## config.mk

```make
export PLATFORM = sky130hd
export DESIGN_NAME = anton_neopixel_frame_sequencer
export DESIGN_NICKNAME = d
export VERILOG_FILES = /design/src/rtl/anton_neopixel_frame_sequencer.sv
export SDC_FILE = /design/constraint.sdc
export NUM_CORES = 1
export LEC_CHECK = 0
export ABC_AREA = 1
export BUFFER_PORTS_ARGS = -buffer_cell sky130_fd_sc_hd__buf_2
export CORE_ASPECT_RATIO = 0.6
export CORE_UTILIZATION = 49
export CTS_CLUSTER_DIAMETER = 80
export DETAILED_ROUTE_END_ITERATION = 6
export GPL_TIMING_DRIVEN = 0
export HOLD_SLACK_MARGIN = 0.15
export PLACE_DENSITY = 0.71
export RECOVER_POWER = 100
export REMOVE_ABC_BUFFERS = 1
export SETUP_SLACK_MARGIN = 0.15
export SYNTH_ARGS = -nofsm -noshare
export SYNTH_HDL_FRONTEND = slang
export SYNTH_SLANG_ARGS = --single-unit
```

## constraint.sdc

```tcl
create_clock -name clk7mhz -period 2.3 [get_ports clk7mhz]
set_input_delay 0.23 -clock clk7mhz [delete_from_list [all_inputs] [get_ports clk7mhz]]
set_output_delay 0.23 -clock clk7mhz [all_outputs]
set_load 0.005 [all_outputs]
```

## src/rtl/anton_neopixel_frame_sequencer.sv

```systemverilog
// Frame sequencer: drives stream ctrl init/run through N frames or a loop, counts frames, watchdogs stream events.
// Latency: all outputs are registered and update one clk7mhz edge after the deciding input.
// Backpressure: none; a start while busy is dropped, and a stop takes effect only at the next frame boundary.
module anton_neopixel_frame_sequencer #(
    parameter int FRAME_BITS  = 8,
    parameter int INIT_CYCLES = 4,
    parameter int WATCHDOG    = 65535
) (
    input  logic                  clk7mhz,
    input  logic                  rstn,
    input  logic                  cmd_start,
    input  logic                  cmd_stop,
    input  logic                  cfg_loop,
    input  logic [FRAME_BITS-1:0] cfg_frames,
    input  logic                  stream_pixel_of,
    input  logic                  stream_sync_of,
    output logic                  ctrl_init,
    output logic                  ctrl_run,
    output logic                  busy,
    output logic [FRAME_BITS-1:0] frame_count,
    output logic                  irq_done,
    output logic                  err_timeout,
    output logic [2:0]            seq_state
);

    typedef enum logic [2:0] {
        S_IDLE       = 3'd0,
        S_INIT       = 3'd1,
        S_RUN        = 3'd2,
        S_RESET_WAIT = 3'd3,
        S_DONE       = 3'd4,
        S_ERROR      = 3'd5
    } state_t;

    localparam int INIT_W = (INIT_CYCLES > 1) ? $clog2(INIT_CYCLES) : 1;
    localparam int WD_W   = 17;

    state_t                state_q, state_d;
    logic [INIT_W-1:0]     init_cnt_q, init_cnt_d;
    logic [WD_W-1:0]       wd_cnt_q, wd_cnt_d;
    logic                  stop_pend_q, stop_pend_d;
    logic [FRAME_BITS-1:0] frame_d;
    logic                  err_d;
    logic [FRAME_BITS-1:0] frame_inc;
    logic [FRAME_BITS-1:0] frame_target;
    logic                  start_ok;
    logic                  wd_expired;

    assign frame_inc    = frame_count + FRAME_BITS'(1);
    assign frame_target = (cfg_frames == '0) ? FRAME_BITS'(1) : cfg_frames;
    assign start_ok     = cmd_start && !cmd_stop;
    assign wd_expired   = (wd_cnt_q == WD_W'(WATCHDOG - 1));
    assign seq_state    = state_q;

    always_comb begin
        state_d     = state_q;
        init_cnt_d  = init_cnt_q;
        wd_cnt_d    = wd_cnt_q;
        stop_pend_d = stop_pend_q;
        frame_d     = frame_count;
        err_d       = err_timeout;
        case (state_q)
            S_IDLE, S_ERROR: begin
                if (start_ok) begin
                    state_d     = S_INIT;
                    frame_d     = '0;
                    stop_pend_d = 1'b0;
                    init_cnt_d  = INIT_W'(INIT_CYCLES - 1);
                    err_d       = 1'b0;
                end
            end
            S_INIT: begin
                if (cmd_stop) stop_pend_d = 1'b1;
                if (init_cnt_q == '0) begin
                    state_d  = S_RUN;
                    wd_cnt_d = '0;
                end else begin
                    init_cnt_d = init_cnt_q - INIT_W'(1);
                end
            end
            S_RUN: begin
                if (cmd_stop) stop_pend_d = 1'b1;
                // The awaited event beats a coincident timeout.
                if (stream_pixel_of) begin
                    state_d  = S_RESET_WAIT;
                    wd_cnt_d = '0;
                end else if (wd_expired) begin
                    state_d = S_ERROR;
                    err_d   = 1'b1;
                end else begin
                    wd_cnt_d = wd_cnt_q + WD_W'(1);
                end
            end
            S_RESET_WAIT: begin
                if (cmd_stop) stop_pend_d = 1'b1;
                if (stream_sync_of) begin
                    frame_d = frame_inc;
                    if (stop_pend_q || cmd_stop || (!cfg_loop && frame_inc >= frame_target)) begin
                        state_d = S_DONE;
                    end else begin
                        state_d  = S_RUN;
                        wd_cnt_d = '0;
                    end
                end else if (wd_expired) begin
                    state_d = S_ERROR;
                    err_d   = 1'b1;
                end else begin
                    wd_cnt_d = wd_cnt_q + WD_W'(1);
                end
            end
            S_DONE:  state_d = S_IDLE;
            default: state_d = S_IDLE;
        endcase
    end

    always_ff @(posedge clk7mhz or negedge rstn) begin
        if (!rstn) begin
            state_q     <= S_IDLE;
            init_cnt_q  <= '0;
            wd_cnt_q    <= '0;
            stop_pend_q <= 1'b0;
            frame_count <= '0;
            err_timeout <= 1'b0;
            ctrl_init   <= 1'b0;
            ctrl_run    <= 1'b0;
            busy        <= 1'b0;
            irq_done    <= 1'b0;
        end else begin
            state_q     <= state_d;
            init_cnt_q  <= init_cnt_d;
            wd_cnt_q    <= wd_cnt_d;
            stop_pend_q <= stop_pend_d;
            frame_count <= frame_d;
            err_timeout <= err_d;
            // Decoded from next state so these flops line up with state_q.
            ctrl_init   <= (state_d == S_INIT);
            ctrl_run    <= (state_d == S_RUN) || (state_d == S_RESET_WAIT);
            busy        <= (state_d != S_IDLE) && (state_d != S_ERROR);
            irq_done    <= (state_d == S_DONE);
        end
    end

endmodule

```

==> flow_summary.yaml, run 1 <==
run_status:
  status: "finished with violations"
  violations: "design-rule violations, negative setup slack"
yosys:
  syn_inst: 389
  yosysWarnings: 0
  netlist.area_leader.share_pct: 33.38
  yosysMostFrequentCell: "nand2_1"
  syn-cell-area_um2: 2699
  yosys-top-cells-count: "nand2_1 (114), inv_1 (59), nand3_1 (42)"
  ys_seq_elements: 36
  synth_top_cell_by_area: "dfrtp_1"
  ys_seq_area_share_pct: 33.38
  yosysUniqueCellTypes: 33
  synthTopCellsByArea: "dfrtp_1 (33%), nand2_1 (16%), inv_1 (8.2%)"
  synth_edf_count: 0
  syn_avg_cell_area_um2: 6.938
  ys_async_sr_fraction_pct: 100.0
  ys.flop_type: "dfrtp_1"
finish:
  fillers: 484
  syn_to_final_growth_pct: 21.00
  antenna_cells: 0
  nets: 462
  final_cell_area_um2: 3266
  utilization_pct: 63.04
  drive_gt1_share_pct: 24.08
clock_network:
  cts_tree: "built"
  cts-buffers-inserted: 5
  worstSkewPairLatency_ns: 0.30
  root_buffer: "clkbuf_8"
  cts_max_level: 2
  clk_pin_slew_worst_paths_ns: 0.07
  clock_path_buffers: 2
  cts_sinks: 36
pwr:
  p_leak_nw: 1.774
  p_total_mw: 2.215
  clockPowerShare_pct: 21.7
  p_switching_uw: 941.2
  swShare_pct: 42.49
  pwr-share-comb_pct: 42.9
  ir_drop_mv: 0.5288
  p_int_mw: 1.274
  pwr_density_cell_nw_per_um2: 678.3
  seqPwrFrac_pct: 35.4
route:
  first_pass_iters: 7
  final_antenna_net_count: 0
  initialDrtViolationCount: 194
  vias: 2613
  topRoutingLayerUsed: "met4"
  wl_met1_um: 3604
  drc: 4
  wl_met3_um: 399
  dr_wl_met2_um: 2909
  detail_route.wl_per_cell_um: 13.91
  drt_wl_total_um: 6982
  drt-vias-per-instance: 5.205
grt:
  antenna_found_initial: 0
  grt_pass1_wl_um: 11320
  overflow: 0
  grt_pass1_vias: 2313
  grt_max_degree: 37
  grt_usage_pct: 25.33
timing:
  slew_viol_final: 0
  fin_crit_sh_pct: 100.1
  max_freq_ghz: 0.4344
  fin_ws_ns: -0.001796
  skew_ns: 0.007041
  tns_ns: -0.001817
  rsz0062_at_grt: "true"
  tightest_slew_ns: 0.9185
  hold_violations: 0
  finalSetupViolCount: 2
  finalCriticalPeriod_ns: 2.302
  slew-limit-headroom_pct: 38.77
job:
  cap_violations: 0
floorplan:
  initial_core_util_pct: 52.10
  die_x_um: 97.81
  rows: 20
  die_area_um2: 5818
  die_h_um: 59.49
  core_area_um2: 5180
  ios: 31
setup_path:
  ff2ff_path_depth: 16
  startpoint_type: "register"
  endpoint_kind: "register"
  worstSetupPathType: "register to register"
  reg2reg_to: "wd_cnt_q[1]"
  cp_data_arrival_time_ns: 2.49
  cp.required_ns: 2.49
  worstPathMaxFanout: 4
  rr_startpoint: "frame_count[0]"
  r2r_slack_ns: -0.002
min_path:
  holdPathEnd: "stop_pend_q"
  hp-start: "cmd_stop"
  whs_path_depth: 3
  min_path_type: "primary input to register"
place:
  place_congestion: 0.8104
  placed_cell_area_um2: 2892
  portBuffers: 30
  dp_hpwl_um: 4647
worst max-delay path by stage:
stage | startpoint | endpoint
3_5_place_dp | frame_count[0] | wd_cnt_q[16]
4_1_cts | frame_count[0] | busy
6_report | frame_count[0] | wd_cnt_q[1]
5_1_grt | frame_count[0] | wd_cnt_q[14]
2_1_floorplan | frame_count[0] | wd_cnt_q[0]
3_3_place_gp | frame_count[0] | wd_cnt_q[1]
critical path: stages, from the launching register on:
cell	delay, ns
dfrtp_1	0.42
ha_2	0.22
buf_4	0.13
xor2_1	0.20
ha_1	0.26
nand2_1	0.09
nor2_1	0.05
nor2_1	0.07
nand2_1	0.07
nand2_1	0.07
nand2_2	0.08
nand2_4	0.08
nand2_4	0.07
nand2_8	0.13
nand2_4	0.11
nand2_1	0.10
nand2_1	0.05
registers in the layout (all words and copies together), names as in the netlist:
name	cells
wd_cnt_q	17
frame_count	8
init_cnt_q	2
stop_pend_q	1
seq_state	3
irq_done	1
busy	1
err_timeout	1
ctrl_run	1
ctrl_init	1
placed cells by master (no fill, tap or decap), types with 5 or more instances in the layout:
master	n
nor2_1	27
xor2_1	15
nand2_4	6
nand4_1	8
inv_1	59
clkbuf_1	8
buf_4	9
nand2_1	95
ha_1	10
clkbuf_8	6
buf_2	22
nand3_2	5
nand3_1	38
nand2_2	31
o21ai_0	8
dfrtp_1	36
nor2_4	6
timing repair:
| item | CTS | global route |
|---|---|---|
| resized for setup | 32 | 11 |
| hold buffers | 1 | 0 |
| pin swaps | 14 | 10 |
| buffers inserted | 9 | 3 |
| endpoints found under the hold margin | 36 | 0 |
| endpoints found under the setup margin | 22 | 22 |
| gates cloned | 2 | 0 |
kinds of logic after synthesis:
| kind of cell | after synthesis | synth area share [%] |
|---|---|---|
| simple gates | 224 | 38.11 |
| fa+ha+maj | 12 | 5.563 |
| xor+xnor | 18 | 5.842 |
| compound gates | 28 | 6.537 |
| flops | 36 | 33.38 |
| buf+inv | 71 | 10.57 |
metrics by stage:
step                hold slack [ns]  worst slack (ns)  instances
floorplan                  -0.06559            0.1222        383
global placement             0.3682           -0.2946        479
detailed placement           0.3708           -0.3462        479
CTS                          0.2149          -0.03180        499
global route                 0.2919           -0.1802        502
finish                       0.2888         -0.001796        502
cell type report:
cell class                      instances  area [um^2]  share of cell area (%)
Clock buffer                            6        82.58                   2.529
Clock inverter                          2        10.01                  0.3065
Inverter                               65        245.2                   7.510
Multi-Input combinational cell        284         1703                   52.15
Sequential cell                        36        900.9                   27.59
Tap cell                               66        82.58                   2.529
Timing Repair Buffer                   43        241.5                   7.395
power groups by stage:
stage	logic [mW]	registers [mW]	clock network (mW)
4_1_cts	0.911	0.784	0.493
6_report	0.951	0.784	0.480
5_1_grt	1.04	0.794	0.518
3_5_place_dp	0.691	0.799	0
3_3_place_gp	0.675	0.797	0
2_1_floorplan	0.478	0.791	0
per-layer routing:
| layer | global-route usage (%) | vias up |
|---|---|---|
| met2 | 36.98 | 73 |
| met5 | 0 | - |
| met1 | 38.38 | 1215 |
| met3 | 4.599 | 10 |
| li1 | - | 1315 |
| met4 | 6.494 | 0 |
Power figures use the tool's default switching activity.
==> run 2, diff against run 1 <==
Settings changed: PLACE_DENSITY 0.71 to 0.69.
Clock period 2.3 ns to 2.42 ns, I/O delays scaled along.
==> run 2 against run 1 <==
Effect of this change:
- the run ends with design-rule violations left
- power shrank 2.7%
- highest routed layer unchanged
- clock-buffer cell count stayed put
- largest cell class unchanged
- cell count shrank 0.40%
==> flow_summary.yaml, run 2 (synthesized netlist as in run 1, its figures left out) <==
run_status:
  status: "finished with violations"
  violations: "design-rule violations"
pwr:
  p_switching_uw: 874.4
  ir_drop_mv: 0.4848
  p_leak_nw: 1.762
  p_int_mw: 1.281
  pwr-share-comb_pct: 40.7
  pwr_density_cell_nw_per_um2: 660.9
  clockPowerShare_pct: 24.7
  swShare_pct: 40.56
  seqPwrFrac_pct: 34.6
grt:
  grt_pass1_vias: 2320
  antenna_found_initial: 0
  overflow: 0
  grt_pass1_wl_um: 11470
  grt_max_degree: 37
  grt_usage_pct: 25.56
min_path:
  holdPathEnd: "stop_pend_q"
  whs_path_depth: 3
  min_path_type: "primary input to register"
  hp-start: "cmd_stop"
setup_path:
  startpoint_type: "register"
  ff2ff_path_depth: 17
  rr_startpoint: "frame_count[0]"
  cp.required_ns: 2.60
  r2r_slack_ns: 0.09
  reg2reg_to: "wd_cnt_q[12]"
  worstPathMaxFanout: 8
  endpoint_kind: "register"
  cp_data_arrival_time_ns: 2.51
  worstSetupPathType: "register to register"
place:
  portBuffers: 30
  dp_hpwl_um: 4517
  placed_cell_area_um2: 2892
  place_congestion: 0.8387
  dp.cells: 479
finish:
  mostFrequentLayoutCells: "nand2_1 (94), inv_1 (59), nand3_1 (40), dfrtp_1 (36), nand2_2 (34)"
  utilization_pct: 62.97
  fin_cells: 500
  largest_reg_flops: 17
  final_common_cell: "nand2_1"
  nets: 460
  antenna_cells: 0
  drive_gt1_share_pct: 23.96
  syn_to_final_growth_pct: 20.86
  final_cell_area_um2: 3262
  regMostFlops: "wd_cnt_q"
clock_network:
  clock_path_buffers: 2
  root_buffer: "clkbuf_8"
  cts_max_level: 2
  cts_tree: "built"
  clk_pin_slew_worst_paths_ns: 0.08
  worstSkewPairLatency_ns: 0.29
  cts_sinks: 36
  cts-buffers-inserted: 5
floorplan:
  die_x_um: 97.81
  ios: 31
  core_area_um2: 5180
  rows: 20
  die_h_um: 59.49
  initial_core_util_pct: 52.10
  die_area_um2: 5818
timing:
  hold_violations: 0
  rsz0062_at_grt: "true"
  slew-limit-headroom_pct: 41.05
  skew_ns: 0.003835
  tightest_slew_ns: 0.8842
  fin_crit_sh_pct: 96.13
  max_freq_ghz: 0.4299
  finalSetupViolCount: 0
  slew_viol_final: 0
  finalCriticalPeriod_ns: 2.326
route:
  detail_route.wl_per_cell_um: 13.72
  drt-vias-per-instance: 5.156
  initialDrtViolationCount: 257
  vias: 2578
  final_antenna_net_count: 0
  drc: 5
  drt_wl_total_um: 6859
  first_pass_iters: 7
job:
  cap_violations: 0
-- run 2: final cells by class --
class | instances | area (um^2)
repair buffers | 41 | 227.7
clock inverters | 2 | 35.03
well taps | 66 | 82.58
fillers | 477 | 1918
inverters | 65 | 245.2
flip-flops and latches | 36 | 900.9
multi-input cells | 284 | 1698
clock buffers | 6 | 72.57
-- run 2: worst max-delay path, stage by stage, from the launching register on --
cell	delay, ns
dfrtp_1	0.40
nand3_2	0.14
buf_4	0.16
xor2_1	0.16
inv_1	0.06
ha_1	0.30
nand2_1	0.09
nor2_1	0.06
nor2_1	0.07
nand2_1	0.08
nand2_1	0.07
nand2_2	0.07
nand2_2	0.09
nand2_4	0.07
nand2_8	0.13
nand2_8	0.10
nand2_2	0.10
nand2_1	0.05
-- run 2: what timing repair did --
| action | 4_1_cts | 5_1_grt |
|---|---|---|
| setup buffers | 7 | 3 |
| endpoints found under the setup margin | 19 | 22 |
| cloned | 2 | 0 |
| hold endpoints to repair | 36 | 0 |
| pin swaps | 13 | 20 |
| hold buffers | 1 | 0 |
| resized for setup | 29 | 10 |
-- run 2: worst max path at each step --
stage | startpoint | end | cells after the start
CTS | frame_count[0] | wd_cnt_q[4] | 16
detailed placement | frame_count[0] | wd_cnt_q[1] | 15
global placement | frame_count[0] | wd_cnt_q[1] | 15
floorplan | frame_count[0] | wd_cnt_q[0] | 16
global route | frame_count[0] | wd_cnt_q[2] | 16
finish | frame_count[0] | wd_cnt_q[12] | 17
-- run 2: power groups by stage --
stage | combinational (mW) | clock (mW) | sequential, mW
finish | 0.878 | 0.532 | 0.746
global route | 0.980 | 0.570 | 0.757
CTS | 0.851 | 0.545 | 0.743
detailed placement | 0.658 | 0 | 0.756
global placement | 0.640 | 0 | 0.757
floorplan | 0.455 | 0 | 0.752
-- run 2: per-layer routing --
metal	global-route usage [%]	part of all wire, %
met4	3.247	0.51
met3	4.363	5.4
met2	39.61	43
met5	0	0
met1	38.40	51
-- run 2: per-stage QoR --
| step | setup WS [ns] | power [mW] | hold WS (ns) | setup TNS (ns) |
|---|---|---|---|---|
| 6_report | 0.09373 | 2.156 | 0.2445 | 0 |
| 5_1_grt | -0.06887 | 2.306 | 0.2537 | -0.6487 |
| 4_1_cts | 0.1164 | 2.139 | 0.2304 | 0 |
| 3_5_place_dp | -0.2447 | 1.415 | 0.3821 | -3.839 |
| 3_3_place_gp | -0.1765 | 1.396 | 0.3884 | -2.829 |
| 2_1_floorplan | 0.2422 | 1.206 | -0.05359 | 0 |
==> run 3, diff against run 2 <==
Settings changed: ABC_AREA 1 to 0, CTS_BUF_LIST from default to sky130_fd_sc_hd__clkbuf_8.
==> run 3 against run 2 <==
Effect of this change:
- the run ends with negative setup slack left
- synthesized cell count shrank 35%
- global-route usage fell by 1.6 points
- sequential cell count is the same
- register-to-register slack got worse by 0.32 ns
- worst hold slack improved by 0.043 ns
- largest cell class unchanged
- sequential power rose by 18%
- sequential share of layout area grew 3.4 points
- combinational power is 14% higher
- critical path type unchanged
- core utilization grew 0.43 points
- die area down 12%
- maximum frequency shrank 12%
==> flow_summary.yaml, run 3 <==
timing:
  fin_crit_sh_pct: 109.2
  slew_viol_final: 0
  finalCriticalPeriod_ns: 2.641
  rsz0062_at_grt: "true"
  max_freq_ghz: 0.3786
  slew-limit-headroom_pct: 46.18
  hold_slack_ns: 0.2879
  tightest_slew_ns: 0.8072
  finalSetupViolCount: 21
  hold_violations: 0
  fin_ws_ns: -0.2214
  skew_ns: 0.004704
  tns_ns: -3.033
setup_path:
  worstSetupPathType: "register to register"
  startpoint_type: "register"
  ff2ff_path_depth: 11
  rr_startpoint: "frame_count[1]"
  cp.required_ns: 2.59
  reg2reg_to: "wd_cnt_q[2]"
  worstPathMaxFanout: 5
  r2r_slack_ns: -0.22
  endpoint_kind: "register"
  cp_data_arrival_time_ns: 2.81
run_status:
  status: "finished with violations"
  violations: "negative setup slack"
yosys:
  ys_seq_area_share_pct: 38.18
  synthTopCellsByArea: "dfrtp_1 (38%), ha_1 (6.4%), nand2_1 (3.2%)"
  ys.flop_type: "dfrtp_1"
  yosys-top-cells-count: "dfrtp_1 (36), nand2_1 (20), inv_1 (18)"
  yosysWarnings: 0
  ys_async_sr_fraction_pct: 100.0
  syn_inst: 251
  syn-cell-area_um2: 2360
  netlist.area_leader.share_pct: 38.18
  yosysUniqueCellTypes: 60
  ys_seq_elements: 36
  yosysMostFrequentCell: "dfrtp_1"
  synth_edf_count: 0
  syn_avg_cell_area_um2: 9.401
  synth_top_cell_by_area: "dfrtp_1"
route:
  drt_wl_total_um: 5559
  detail_route.wl_per_cell_um: 15.62
  final_antenna_net_count: 0
  initialDrtViolationCount: 182
  first_pass_iters: 4
  vias: 2074
  drt-vias-per-instance: 5.826
  drc: 0
clock_network:
  cts_tree: "built"
  clk_pin_slew_worst_paths_ns: 0.07
  clock_path_buffers: 2
  cts_sinks: 36
  cts-buffers-inserted: 5
  worstSkewPairLatency_ns: 0.28
  root_buffer: "clkbuf_8"
  cts_max_level: 2
grt:
  grt_pass1_vias: 1912
  grt_usage_pct: 23.94
  grt_max_degree: 37
  overflow: 0
  antenna_found_initial: 0
  grt_pass1_wl_um: 9549
finish:
  largest_reg_flops: 17
  mostFrequentLayoutCells: "dfrtp_1 (34), buf_2 (28), nand2_1 (19), inv_1 (18), nor2_1 (16)"
  utilization_pct: 63.40
  antenna_cells: 0
  final_common_cell: "dfrtp_1"
  regMostFlops: "wd_cnt_q"
  nets: 320
  syn_to_final_growth_pct: 23.28
  drive_gt1_share_pct: 27.99
floorplan:
  die_area_um2: 5107
  die_x_um: 91.59
  rows: 19
  core_area_um2: 4588
  die_h_um: 55.76
  initial_core_util_pct: 51.43
  ios: 31
pwr:
  p_switching_uw: 906.0
  pwr-share-comb_pct: 42.7
  p_leak_nw: 1.420
  pwr_density_cell_nw_per_um2: 803.5
  clockPowerShare_pct: 19.7
  p_int_mw: 1.432
  seqPwrFrac_pct: 37.5
  ir_drop_mv: 0.5295
  swShare_pct: 38.76
min_path:
  min_path_type: "primary input to register"
  whs_path_depth: 2
  hp-start: "cmd_stop"
  holdPathEnd: "ctrl_run"
place:
  dp_hpwl_um: 3863
  pre_cts_slack_ns: -0.7216
  portBuffers: 30
  place_congestion: 0.8039
job:
  cap_violations: 0
run 3: cell types whose count changed after synthesis, sizes merged, moves of 6 or more:
cell,change
a211o,+6
a31oi,+6
and3,+11
inv,-44
nand2,-113
nand3,-30
nor2,-19
nor3,+8
o21ai,+6
xor2,-11
run 3: worst max path at each step:
stage,from,end,slack [ns],depth (start not counted)
after floorplan,frame_count[0],wd_cnt_q[2],-0.31,10
after global placement,cfg_frames[4],wd_cnt_q[9],-0.77,9
after detailed placement,cfg_frames[4],wd_cnt_q[9],-0.72,9
after CTS,frame_count[1],wd_cnt_q[2],-0.26,11
after global routing,frame_count[1],wd_cnt_q[2],-0.33,11
final,frame_count[1],wd_cnt_q[2],-0.22,11
run 3: kinds of logic (layout without fill, tap and decap cells):
logic type | after synthesis | in the layout | synth area share [%]
adder cells (fa/ha/maj) | 12 | 12 | 6.363
AO/OA/AOI/OAI | 68 | 68 | 21.79
XOR/XNOR | 7 | 7 | 2.598
AND/OR/NAND/NOR | 103 | 103 | 25.77
flip-flops | 36 | 36 | 38.18
buffers and inverters | 24 | 66 | 4.666
multiplexers | 1 | 1 | 0.6361
run 3: metal layers:
metal	GRT usage (%)	share of wire (%)	routed length (um)	up-vias
met5	0	0	0	-
li1	-	-	-	1026
met4	4.082	0.14	8	0
met3	5.328	5.8	325	2
met1	38.62	54	3022	990
met2	32.44	40	2204	56
run 3: what timing repair did:
| item | 4_1_cts | 5_1_grt |
|---|---|---|
| cloned | 0 | 0 |
| hold buffers | 1 | 0 |
| buffers inserted | 7 | 3 |
| resized for setup | 24 | 11 |
| setup endpoints to repair | 22 | 24 |
| pin swaps | 20 | 8 |
| hold endpoints to repair | 36 | 0 |
run 3: through the flow:
stage          power [mW]  cell area [um^2]  cells
5_1_grt             2.509              2909    356
3_5_place_dp        1.679              2546    338
3_3_place_gp        1.667              2546    338
4_1_cts             2.283              2825    353
2_1_floorplan       1.412              2317    245
6_report            2.337              2909    356
run 3: power groups by stage:
| stage | registers, mW | clock network (mW) | logic (mW) |
|---|---|---|---|
| after global placement | 0.879 | 0 | 0.788 |
| after floorplan | 0.856 | 0 | 0.555 |
| after detailed placement | 0.883 | 0 | 0.795 |
| after CTS | 0.870 | 0.471 | 0.942 |
| final | 0.877 | 0.461 | 0.999 |
| after global routing | 0.898 | 0.499 | 1.11 |
run 3: final cells by class:
type                            count  area, um^2
Sequential cell                    36       903.4
Tap cell                           63       78.83
Clock buffer                        7       96.34
Timing Repair Buffer               41       245.2
Multi-Input combinational cell    191        1518
Inverter                           18       67.56
Fill cell                         378        1679
run 3: worst max-delay path, stage by stage, from the launching register on:
cell and delay (ns):
dfrtp_1 0.41, and3_4 0.18, and3_4 0.18, and3_4 0.20, xor2_4 0.16, ha_4 0.28, nand2_2 0.05, or3_4 0.33
o32ai_4 0.25, buf_12 0.16, nor3b_2 0.04, o32a_1 0.28
